File: src/rtl/border_fx_sequencer.sv
// border_fx_sequencer
//   Sequencer and configurator for the animated border/background stage.
//   Raw board buttons are synchronized and debounced into press events.
//   Presses become sticky requests, and those requests are committed only on
//   the rising edge of the per-frame sync. A pattern or phase change
//   therefore never lands mid-frame.
//
// Ports
//   clk            in   pixel clock
//   rst            in   synchronous reset, active-high
//   frame_start    in   frame sync (rising edge = frame boundary)
//   btn_next       in   raw button: advance pattern
//   btn_mode       in   raw button: cycle MANUAL -> AUTO -> FREEZE
//   speed_in [2:0] in   hue phase increment per frame
//   bg_sel   [1:0] out  pattern select
//   hue_phase[8:0] out  animation phase, 0..HUE_MOD-1
//   mode     [1:0] out  00 MANUAL, 01 AUTO, 10 FREEZE
//   pattern_change out  1-cycle pulse in the cycle bg_sel shows a new value
module border_fx_sequencer #(
  parameter logic [19:0] DEBOUNCE_CYCLES = 20'd500000,
  parameter logic [7:0]  AUTO_FRAMES     = 8'd120,
  parameter logic [8:0]  HUE_MOD         = 9'd360
) (
  input  logic       clk,
  input  logic       rst,
  input  logic       frame_start,
  input  logic       btn_next,
  input  logic       btn_mode,
  input  logic [2:0] speed_in,
  output logic [1:0] bg_sel,
  output logic [8:0] hue_phase,
  output logic [1:0] mode,
  output logic       pattern_change
);

  typedef enum logic [1:0] {
    MODE_MANUAL = 2'b00,
    MODE_AUTO   = 2'b01,
    MODE_FREEZE = 2'b10
  } mode_t;

  // Modular phase step; the sum is formed one bit wider so 359+7 cannot alias.
  function automatic logic [8:0] hue_step(input logic [8:0] h, input logic [2:0] s);
    logic [9:0] t;
    t = {1'b0, h} + {7'd0, s};
    if (t >= {1'b0, HUE_MOD}) t = t - {1'b0, HUE_MOD};
    return t[8:0];
  endfunction

  // Bit 0 = next button, bit 1 = mode button
  logic [1:0]       sync1_q, sync2_q;
  logic [1:0]       db_q, db_d, db_prev_q;
  logic [1:0][19:0] dbc_q, dbc_d;
  logic [1:0]       press;
  logic             fs_prev_q, fs_evt;

  mode_t      mode_q, mode_d;
  logic [1:0] bg_q, bg_d;
  logic [8:0] hue_q, hue_d;
  logic [7:0] fcnt_q, fcnt_d;
  logic       next_pend_q, next_pend_d;
  logic       mode_pend_q, mode_pend_d;
  logic       pc_q, pc_d;
  logic       next_req, mode_req;

  // ---- input conditioning stage: synchronizer, debounce, edge detect ----
  always_ff @(posedge clk) begin
    if (rst) begin
      sync1_q   <= '0;
      sync2_q   <= '0;
      db_q      <= '0;
      db_prev_q <= '0;
      dbc_q     <= '0;
      fs_prev_q <= 1'b0;
    end else begin
      sync1_q   <= {btn_mode, btn_next};
      sync2_q   <= sync1_q;
      db_q      <= db_d;
      db_prev_q <= db_q;
      dbc_q     <= dbc_d;
      fs_prev_q <= frame_start;
    end
  end

  always_comb begin
    db_d  = db_q;
    dbc_d = '0;
    for (int i = 0; i < 2; i++) begin
      if (sync2_q[i] != db_q[i]) begin
        if (dbc_q[i] == DEBOUNCE_CYCLES - 20'd1) begin
          db_d[i]  = ~db_q[i];
          dbc_d[i] = '0;
        end else begin
          dbc_d[i] = dbc_q[i] + 20'd1;
        end
      end
    end
  end

  assign press  = db_q & ~db_prev_q;
  assign fs_evt = frame_start & ~fs_prev_q;

  // ---- commit stage: mode FSM, pattern, phase ----
  always_ff @(posedge clk) begin
    if (rst) begin
      mode_q      <= MODE_MANUAL;
      bg_q        <= '0;
      hue_q       <= '0;
      fcnt_q      <= '0;
      next_pend_q <= 1'b0;
      mode_pend_q <= 1'b0;
      pc_q        <= 1'b0;
    end else begin
      mode_q      <= mode_d;
      bg_q        <= bg_d;
      hue_q       <= hue_d;
      fcnt_q      <= fcnt_d;
      next_pend_q <= next_pend_d;
      mode_pend_q <= mode_pend_d;
      pc_q        <= pc_d;
    end
  end

  // A press arriving in the commit cycle itself is folded into that commit.
  assign next_req = next_pend_q | press[0];
  assign mode_req = mode_pend_q | press[1];

  always_comb begin
    mode_d      = mode_q;
    bg_d        = bg_q;
    hue_d       = hue_q;
    fcnt_d      = fcnt_q;
    next_pend_d = next_req;
    mode_pend_d = mode_req;
    pc_d        = 1'b0;
    if (fs_evt) begin
      next_pend_d = 1'b0;
      mode_pend_d = 1'b0;
      if (mode_req) begin
        // Mode change wins; a pending next request is dropped.
        unique case (mode_q)
          MODE_MANUAL: begin
            mode_d = MODE_AUTO;
            fcnt_d = '0;
          end
          MODE_AUTO: mode_d = MODE_FREEZE;
          default:   mode_d = MODE_MANUAL;
        endcase
      end else begin
        unique case (mode_q)
          MODE_MANUAL: if (next_req) bg_d = bg_q + 2'd1;
          MODE_AUTO: begin
            if (fcnt_q + 8'd1 == AUTO_FRAMES) begin
              bg_d   = bg_q + 2'd1;
              fcnt_d = '0;
            end else begin
              fcnt_d = fcnt_q + 8'd1;
            end
          end
          default: ;
        endcase
      end
      // Phase advance follows the mode in force during the finished frame.
      if (mode_q != MODE_FREEZE) hue_d = hue_step(hue_q, speed_in);
      pc_d = (bg_d != bg_q);
    end
  end

  assign bg_sel         = bg_q;
  assign hue_phase      = hue_q;
  assign mode           = mode_q;
  assign pattern_change = pc_q;

endmodule

File: config.mk
export PLATFORM = sky130hd
export DESIGN_NAME = border_fx_sequencer
export DESIGN_NICKNAME = d
export VERILOG_FILES = /design/src/rtl/border_fx_sequencer.sv
export SDC_FILE = /design/constraint.sdc
export NUM_CORES = 1
export LEC_CHECK = 0
export CORE_MARGIN = 8
export CORE_UTILIZATION = 63
export CTS_CLUSTER_DIAMETER = 200
export DETAILED_ROUTE_END_ITERATION = 16
export PLACE_DENSITY_LB_ADDON = 0.1
export SYNTH_ARGS = -nofsm -noshare
export SYNTH_HDL_FRONTEND = slang
export SYNTH_SLANG_ARGS = --single-unit
File: constraint.sdc
create_clock -name clk -period 4.7 [get_ports clk]
set_input_delay 0.47 -clock clk [delete_from_list [all_inputs] [get_ports clk]]
set_output_delay 0.47 -clock clk [all_outputs]
set_load 0.1 [all_outputs]
==> impl_metrics.env <==
export IMPL_status="complete, no violations"
export IMPL_fin_worst_skew_ns=0.00945
export IMPL_ys_top_cells_by_area="sky130_fd_sc_hd__dfxtp_1 (41%), sky130_fd_sc_hd__nor2_1 (7.2%), sky130_fd_sc_hd__xnor2_1 (5.6%)"
export IMPL_finalCoreUtilization=0.730
export IMPL_via_count_of_the_first_global_routing_pass=2777
export IMPL_synth_yosys_seq_area_share=0.407
export IMPL_die_area_um2=8360
export IMPL_floorplan_initialDensity=0.651
export IMPL_yosys_most_used_dff="sky130_fd_sc_hd__dfxtp_1"
export IMPL_leakage_nw=1.36
export IMPL_synth_fp_nets=442
export IMPL_tritoncts_num_buffers=9
export IMPL_cp_cell_sequence="clkdlybuf4s50_1, ha_1, fa_1, a21o_1, nand2_1, xor2_1, ha_1, nor2b_1, o32ai_1, a21oi_1, mux2i_1, mux2_1"
export IMPL_wirelength_mm=6.91
export IMPL_rsz0062_at_grt="false"
export IMPL_globalRouteOverflowTotal=0
export IMPL_worst_path_most_repeated_cell="sky130_fd_sc_hd__ha_1"
export IMPL_crit_reg_reg_endpoint="hue_phase[7]"
export IMPL_die_height_um=91.5
export IMPL_detailed_place_hpwl_mm=4.74
export IMPL_reg2reg_setup_slack_ns=1.87
export IMPL_layout_drive_gt1_share=0.0447
export IMPL_power_density_cell_area_nw_per_um2=302
export IMPL_design_portCount=22
export IMPL_postCtsResizedCells=0
export IMPL_synth_top_cell_by_area="sky130_fd_sc_hd__dfxtp_1"
export IMPL_period_share=0.652
export IMPL_drt_iter0_drc=100
export IMPL_synth_edf_count=0
export IMPL_setup_violations=0
export IMPL_routed_via_density=5.69
export IMPL_synth_top_area_frac=0.407
export IMPL_critical_path_cell_with_the_highest_stage_delay="sky130_fd_sc_hd__fa_1"
export IMPL_cts_sinks=73
export IMPL_syn_inst=426
export IMPL_worstPathBufferInverterCount=1
export IMPL_worst_r2r_startpoint="hue_phase[0]"
export IMPL_mostFrequentLayoutCell="sky130_fd_sc_hd__dfxtp_1"
export IMPL_ff2ff_path_depth=11
export IMPL_max_slew_margin_rel=0.343
export IMPL_antenna_violating_nets_post_route=0
export IMPL_n_fill_cell=426
export IMPL_hold_path_depth=1
export IMPL_final_max_slew_viol_count=0
export IMPL_flow_area_growth_from_synthesis_pct=12.0
export IMPL_vias_after_detailed_routing=2953
export IMPL_vdd_ir_drop_max_mv=0.169
export IMPL_antenna_violations_before_repair=0
export IMPL_tritoncts="yes"
export IMPL_synth_yosys_warnings=0
export IMPL_hold_viol=0
export IMPL_critical_path_top_delay_family="adder cells"
export IMPL_final_period_minus_worst_setup_slack_ns=3.06
export IMPL_fmax_mhz=326
export IMPL_crit_path_end_kind="flip-flop"
export IMPL_postCtsSetupBuffers=0
export IMPL_synthDistinctLibCells=50
export IMPL_h_tree_level_count=3
export IMPL_worstSkewPairLatency_ns=0.34
export IMPL_root_buffer="sky130_fd_sc_hd__clkbuf_8"
export IMPL_synth_area_um2=3590
export IMPL_cp_start_kind="input port"
export IMPL_gpl_final_weighted_congestion=0.909
export IMPL_design_core_area_um2=5510
export IMPL_global_route_wire_length_before_repair_mm=12.2
export IMPL_nets=459
export IMPL_drt_pass1_iter_count=4
export IMPL_worst_pin_slew_ns=0.983
export IMPL_row_count=27
export IMPL_critical_path_peak_fanout=5
export IMPL_worstHoldEndpoint="dbc_q[20]"
export IMPL_synth_async_sr_flop_share=0
export IMPL_cts_hold_repair_buffers=0
export IMPL_path_class="input port to flip-flop"
export IMPL_grtUsageTotal=0.172
export IMPL_post_route_drc_count=0
export IMPL_numPortBuffers=21
export IMPL_insertedDiodeCount=0
export IMPL_syn_avg_cell_area_um2=8.42
export IMPL_commonest_cells_after_routing_fill_and_taps_aside="sky130_fd_sc_hd__dfxtp_1 (73), sky130_fd_sc_hd__nor2_1 (69), sky130_fd_sc_hd__nand2_1 (37)"
export IMPL_critical_path_required_ns=4.92
export IMPL_total_power_mw=1.21
export IMPL_worst_setup_hold_path_clk_slew_ns=0.07
export IMPL_arr_time_crit_path_ns=3.28
export IMPL_ys_ff_latch=73
export IMPL_chipWidth_um=91.5
export IMPL_max_cap_viol_count=0
export IMPL_grt_start_max_net_pins=40
export IMPL_routed_wire_length_per_instance_um=13.3
export IMPL_max_buffers_root_to_sink=2
export IMPL_cpPeakStageDelay_ns=0.48
export IMPL_worst_hold_startpoint="dbc_q[20]"
export IMPL_final_setup_tns_ns=0
export IMPL_hold_path_class="flip-flop to flip-flop"
sequential cells by signal, indices dropped and copies added (netlist names):
| name | flops |
|---|---|
| pattern_change | 1 |
| mode_pend_q | 1 |
| sync2_q | 2 |
| dbc_q | 40 |
| sync1_q | 2 |
| next_pend_q | 1 |
| db_prev_q | 2 |
| mode | 2 |
| bg_sel | 2 |
| hue_phase | 9 |
| fcnt_q | 8 |
| fs_prev_q | 1 |
| db_q | 2 |
logic make-up after synthesis:
| family | synth area share |
|---|---|
| DFF | 0.407 |
| AOI/OAI and AO/OA | 0.105 |
| and+or+nand+nor | 0.283 |
| muxes | 0.0349 |
| buffers and inverters | 0.0300 |
| xor gates and xnor gates | 0.110 |
| adders and majority gates | 0.0300 |
cell usage after synthesis (all sizes together) (2+ instances only):
| library cell | n |
|---|---|
| a211oi | 4 |
| a21o | 5 |
| a21oi | 19 |
| a22oi | 2 |
| a311oi | 2 |
| a31oi | 5 |
| and2 | 2 |
| and3 | 8 |
| and4 | 5 |
| buf | 5 |
| clkbuf | 11 |
| dfxtp | 73 |
| ha | 7 |
| inv | 10 |
| mux2 | 4 |
| mux2i | 8 |
| nand2 | 37 |
| nand2b | 5 |
| nand3 | 25 |
| nand3b | 3 |
| nand4 | 6 |
| nand4b | 3 |
| nor2 | 69 |
| nor2b | 16 |
| nor3 | 9 |
| nor3b | 2 |
| nor4 | 2 |
| nor4b | 4 |
| o21ai | 8 |
| o32ai | 2 |
| or3 | 8 |
| xnor2 | 23 |
| xor2 | 22 |
final cells by class:
class | instances | area (um2) | share of cell area
Multi-Input combinational cell | 327 | 2020 | 0.502
Sequential cell | 73 | 1460 | 0.364
Timing Repair Buffer | 22 | 218 | 0.0542
Clock buffer | 10 | 138 | 0.0342
Tap cell | 72 | 90.1 | 0.0224
Clock inverter | 5 | 56.3 | 0.0140
Inverter | 10 | 37.5 | 0.00934
worst register-to-register path, stage by stage (launching register included):
cell                      delay [ns]
sky130_fd_sc_hd__dfxtp_1        0.33
sky130_fd_sc_hd__ha_1           0.22
sky130_fd_sc_hd__fa_1           0.48
sky130_fd_sc_hd__a21o_1         0.28
sky130_fd_sc_hd__nand2_1        0.10
sky130_fd_sc_hd__xor2_1         0.08
sky130_fd_sc_hd__ha_1           0.23
sky130_fd_sc_hd__nor2b_1        0.15
sky130_fd_sc_hd__o32ai_1        0.24
sky130_fd_sc_hd__a21oi_1        0.11
sky130_fd_sc_hd__mux2i_1        0.16
sky130_fd_sc_hd__mux2_1         0.33
metrics by stage:
stage / std cells / hold slack, ns / cell area [um2] / worst slack [ns]
after floorplan: 426 / 0.413 / 3590 / 1.47
after global placement: 504 / 0.418 / 3820 / 1.42
after detailed placement: 504 / 0.431 / 3820 / 1.32
after CTS: 519 / 0.447 / 4020 / 1.67
after global routing: 519 / 0.463 / 4020 / 1.55
final: 519 / 0.442 / 4020 / 1.64
how the worst max path moves through the flow:
stage                             from           end  slack, ns  cells after the start
final                      speed_in[0]  hue_phase[7]       1.64                     12
after global routing       speed_in[0]  hue_phase[7]       1.55                     12
after CTS                  speed_in[0]  hue_phase[7]       1.67                     12
after detailed placement   speed_in[0]  hue_phase[7]       1.32                     12
after global placement     speed_in[0]  hue_phase[7]       1.42                     12
after floorplan           hue_phase[0]  hue_phase[5]       1.47                      9
power by group:
part           total (mW)  leakage (nW)  internal, mW  switching [mW]
Clock               0.482        0.0981         0.256           0.226
Sequential          0.631         0.590         0.624         0.00652
Combinational       0.100         0.675        0.0343          0.0659
Total                1.21          1.36         0.914           0.299
per-layer routing:
layer | vias up | GRT usage | share of wire
li1 | 1506 | - | -
met1 | 1403 | 0.213 | 0.46
met2 | 35 | 0.276 | 0.48
met3 | 9 | 0.0428 | 0.041
met4 | 0 | 0.0737 | 0.012
met5 | - | 0 | 0
Power figures use the tool's default switching activity.
==> edit (config.mk and constraints unchanged) <==
Make the reset (`rst`) asynchronous in 2 clocked blocks. Comments in the files are not updated.
--- a/src/rtl/border_fx_sequencer.sv
+++ b/src/rtl/border_fx_sequencer.sv
@@ -66,3 +66,3 @@
   // ---- input conditioning stage: synchronizer, debounce, edge detect ----
-  always_ff @(posedge clk) begin
+  always_ff @(posedge clk or posedge rst) begin
     if (rst) begin
@@ -103,3 +103,3 @@
   // ---- commit stage: mode FSM, pattern, phase ----
-  always_ff @(posedge clk) begin
+  always_ff @(posedge clk or posedge rst) begin
     if (rst) begin
Check against the original RTL: differs if rst is asserted again (counterexample within 4 cycles, from zero or initial values and one cycle with rst high); with rst held inactive, the same outputs for 10 cycles.
==> edit against the original RTL <==
- critical path depth grew 1
- first-iteration DRC count rose by 12%
- via count shrank 4.0%
- sequential share of layout area up 6.3 points
- hold slack got worse by 84 ps
- non-clock buffer count unchanged
- sequential cell count stayed put
- cell area grew 6.6%
- critical endpoint is now hue_phase[7]
- wire length rose by 6.2%
- worst setup slack got worse by 34 ps
- area after synthesis increased by 6.6%
Power is not compared: it rests on default switching activity, and its combinational part moved more than twofold at a synthesized area within 25%.
==> edit: results (changes against the original RTL) <==
commonest cells in the synthesized netlist: dfrtp_1, nor2_1, nand2_1
outcome: finished, final reports clean
Flop pwr share: 38.7%
synthesized instance count: 398 (-6.6%)
Critical R2R Launch: hue_phase[0]
clk_skew: 4.46 ps (-4.99 ps)
Synth cell types: 54 (+8.0%)
Detailed Place HPWL: 5.08 mm (+7.0%)
Reg-to-Reg End: hue_phase[7]
CTS Buf Count: 9 (unchanged)
DP Cell Count: 483 (-4.2%)
pin count of the biggest net entering global routing: 46 (+15%)
postcts setup bufs: 0 (unchanged)
layout cells sized above 1: 7.55% (+3.1 points)
gr usage total: 18.4% (+1.2 points)
Post-Syn Nets: 414 (-6.3%)
count of nets after finishing: 435 (-5.2%)
Final GP Congestion: 0.934 (+2.8%)
Antenna diodes: 0 (unchanged)
Min-Delay Startpoint: sync1_q[0]
via/cell ratio: 5.68 (-0.18%)
R2R Setup Slk: 1750 ps (-120 ps)
Area contributors post-synth: dfrtp_1, xnor2_1, nor2_1
first-pass GRT wire length: 12.9 mm (+5.6%)
Arr. time, crit path: 3310 ps (+30 ps)
Synth async-reset ratio: 100% (+100 points)
sequential area share after synthesis: 47.8% (+7.1 points)
Power Density: 467 nW/um^2
worst r2r path cells: 12 (+1)
Non-Filler Instances: 499 (-3.9%)
Clock Tree Root: clkbuf_8
Hold Path Sink: sync2_q[0]
DR iter-0 viols: 112 (+12%)
vias in the first global route: 2876 (+3.6%)
Main synth FF type: dfrtp_1
Hold Path Stages: 0 (-1)
-- edit: worst register-to-register path, delay by kind of cell, from the launching register on --
family,cells,cell delay (ps)
XOR/XNOR,1,210
AO/OA/AOI/OAI,5,730
multiplexers,1,210
adder cells (fa/ha/maj),3,970
AND/OR/NAND/NOR,2,290
flip-flops,1,400
-- edit: final cells by class --
type                            count  area [sq um]
Timing Repair Buffer               22           218
Inverter                           14          52.6
Clock inverter                      2          60.1
Fill cell                         438          1600
Clock buffer                       14           163
Sequential cell                    73          1830
Multi-Input combinational cell    299          1870
Tap cell                           75          93.8
-- edit: cell families after synthesis --
logic type	Yosys count	share of synthesized area, %
AOI/OAI and AO/OA	57	9.95
xor gates and xnor gates	47	10.8
adders and majority gates	8	2.81
buffers and inverters	26	3.27
DFF	73	47.8
muxes	9	2.52
and+or+nand+nor	178	22.9
-- edit: metal layers --
| layer | global-route usage (%) | part of all wire, % | routed length [um] |
|---|---|---|---|
| met5 | 0 | 0 | 0 |
| met4 | 8.32 | 1.7 | 128 |
| met3 | 6.55 | 4.9 | 359 |
| met2 | 28.1 | 48 | 3490 |
| met1 | 22.7 | 46 | 3360 |
-- edit: how the worst max path moves through the flow --
stage,depth (start not counted),startpoint,to,slack [ps]
detailed placement,13,speed_in[0],hue_phase[7],1280
global route,13,speed_in[0],hue_phase[7],1370
floorplan,12,hue_phase[0],hue_phase[7],1570
finish,13,speed_in[0],hue_phase[7],1600
CTS,13,speed_in[0],hue_phase[7],1640
global placement,13,speed_in[0],hue_phase[7],1500
-- edit: stage by stage --
stage	hold slack (ps)	worst slack (ps)
CTS	361	1640
global placement	343	1500
finish	359	1600
floorplan	331	1570
global route	361	1370
detailed placement	343	1280
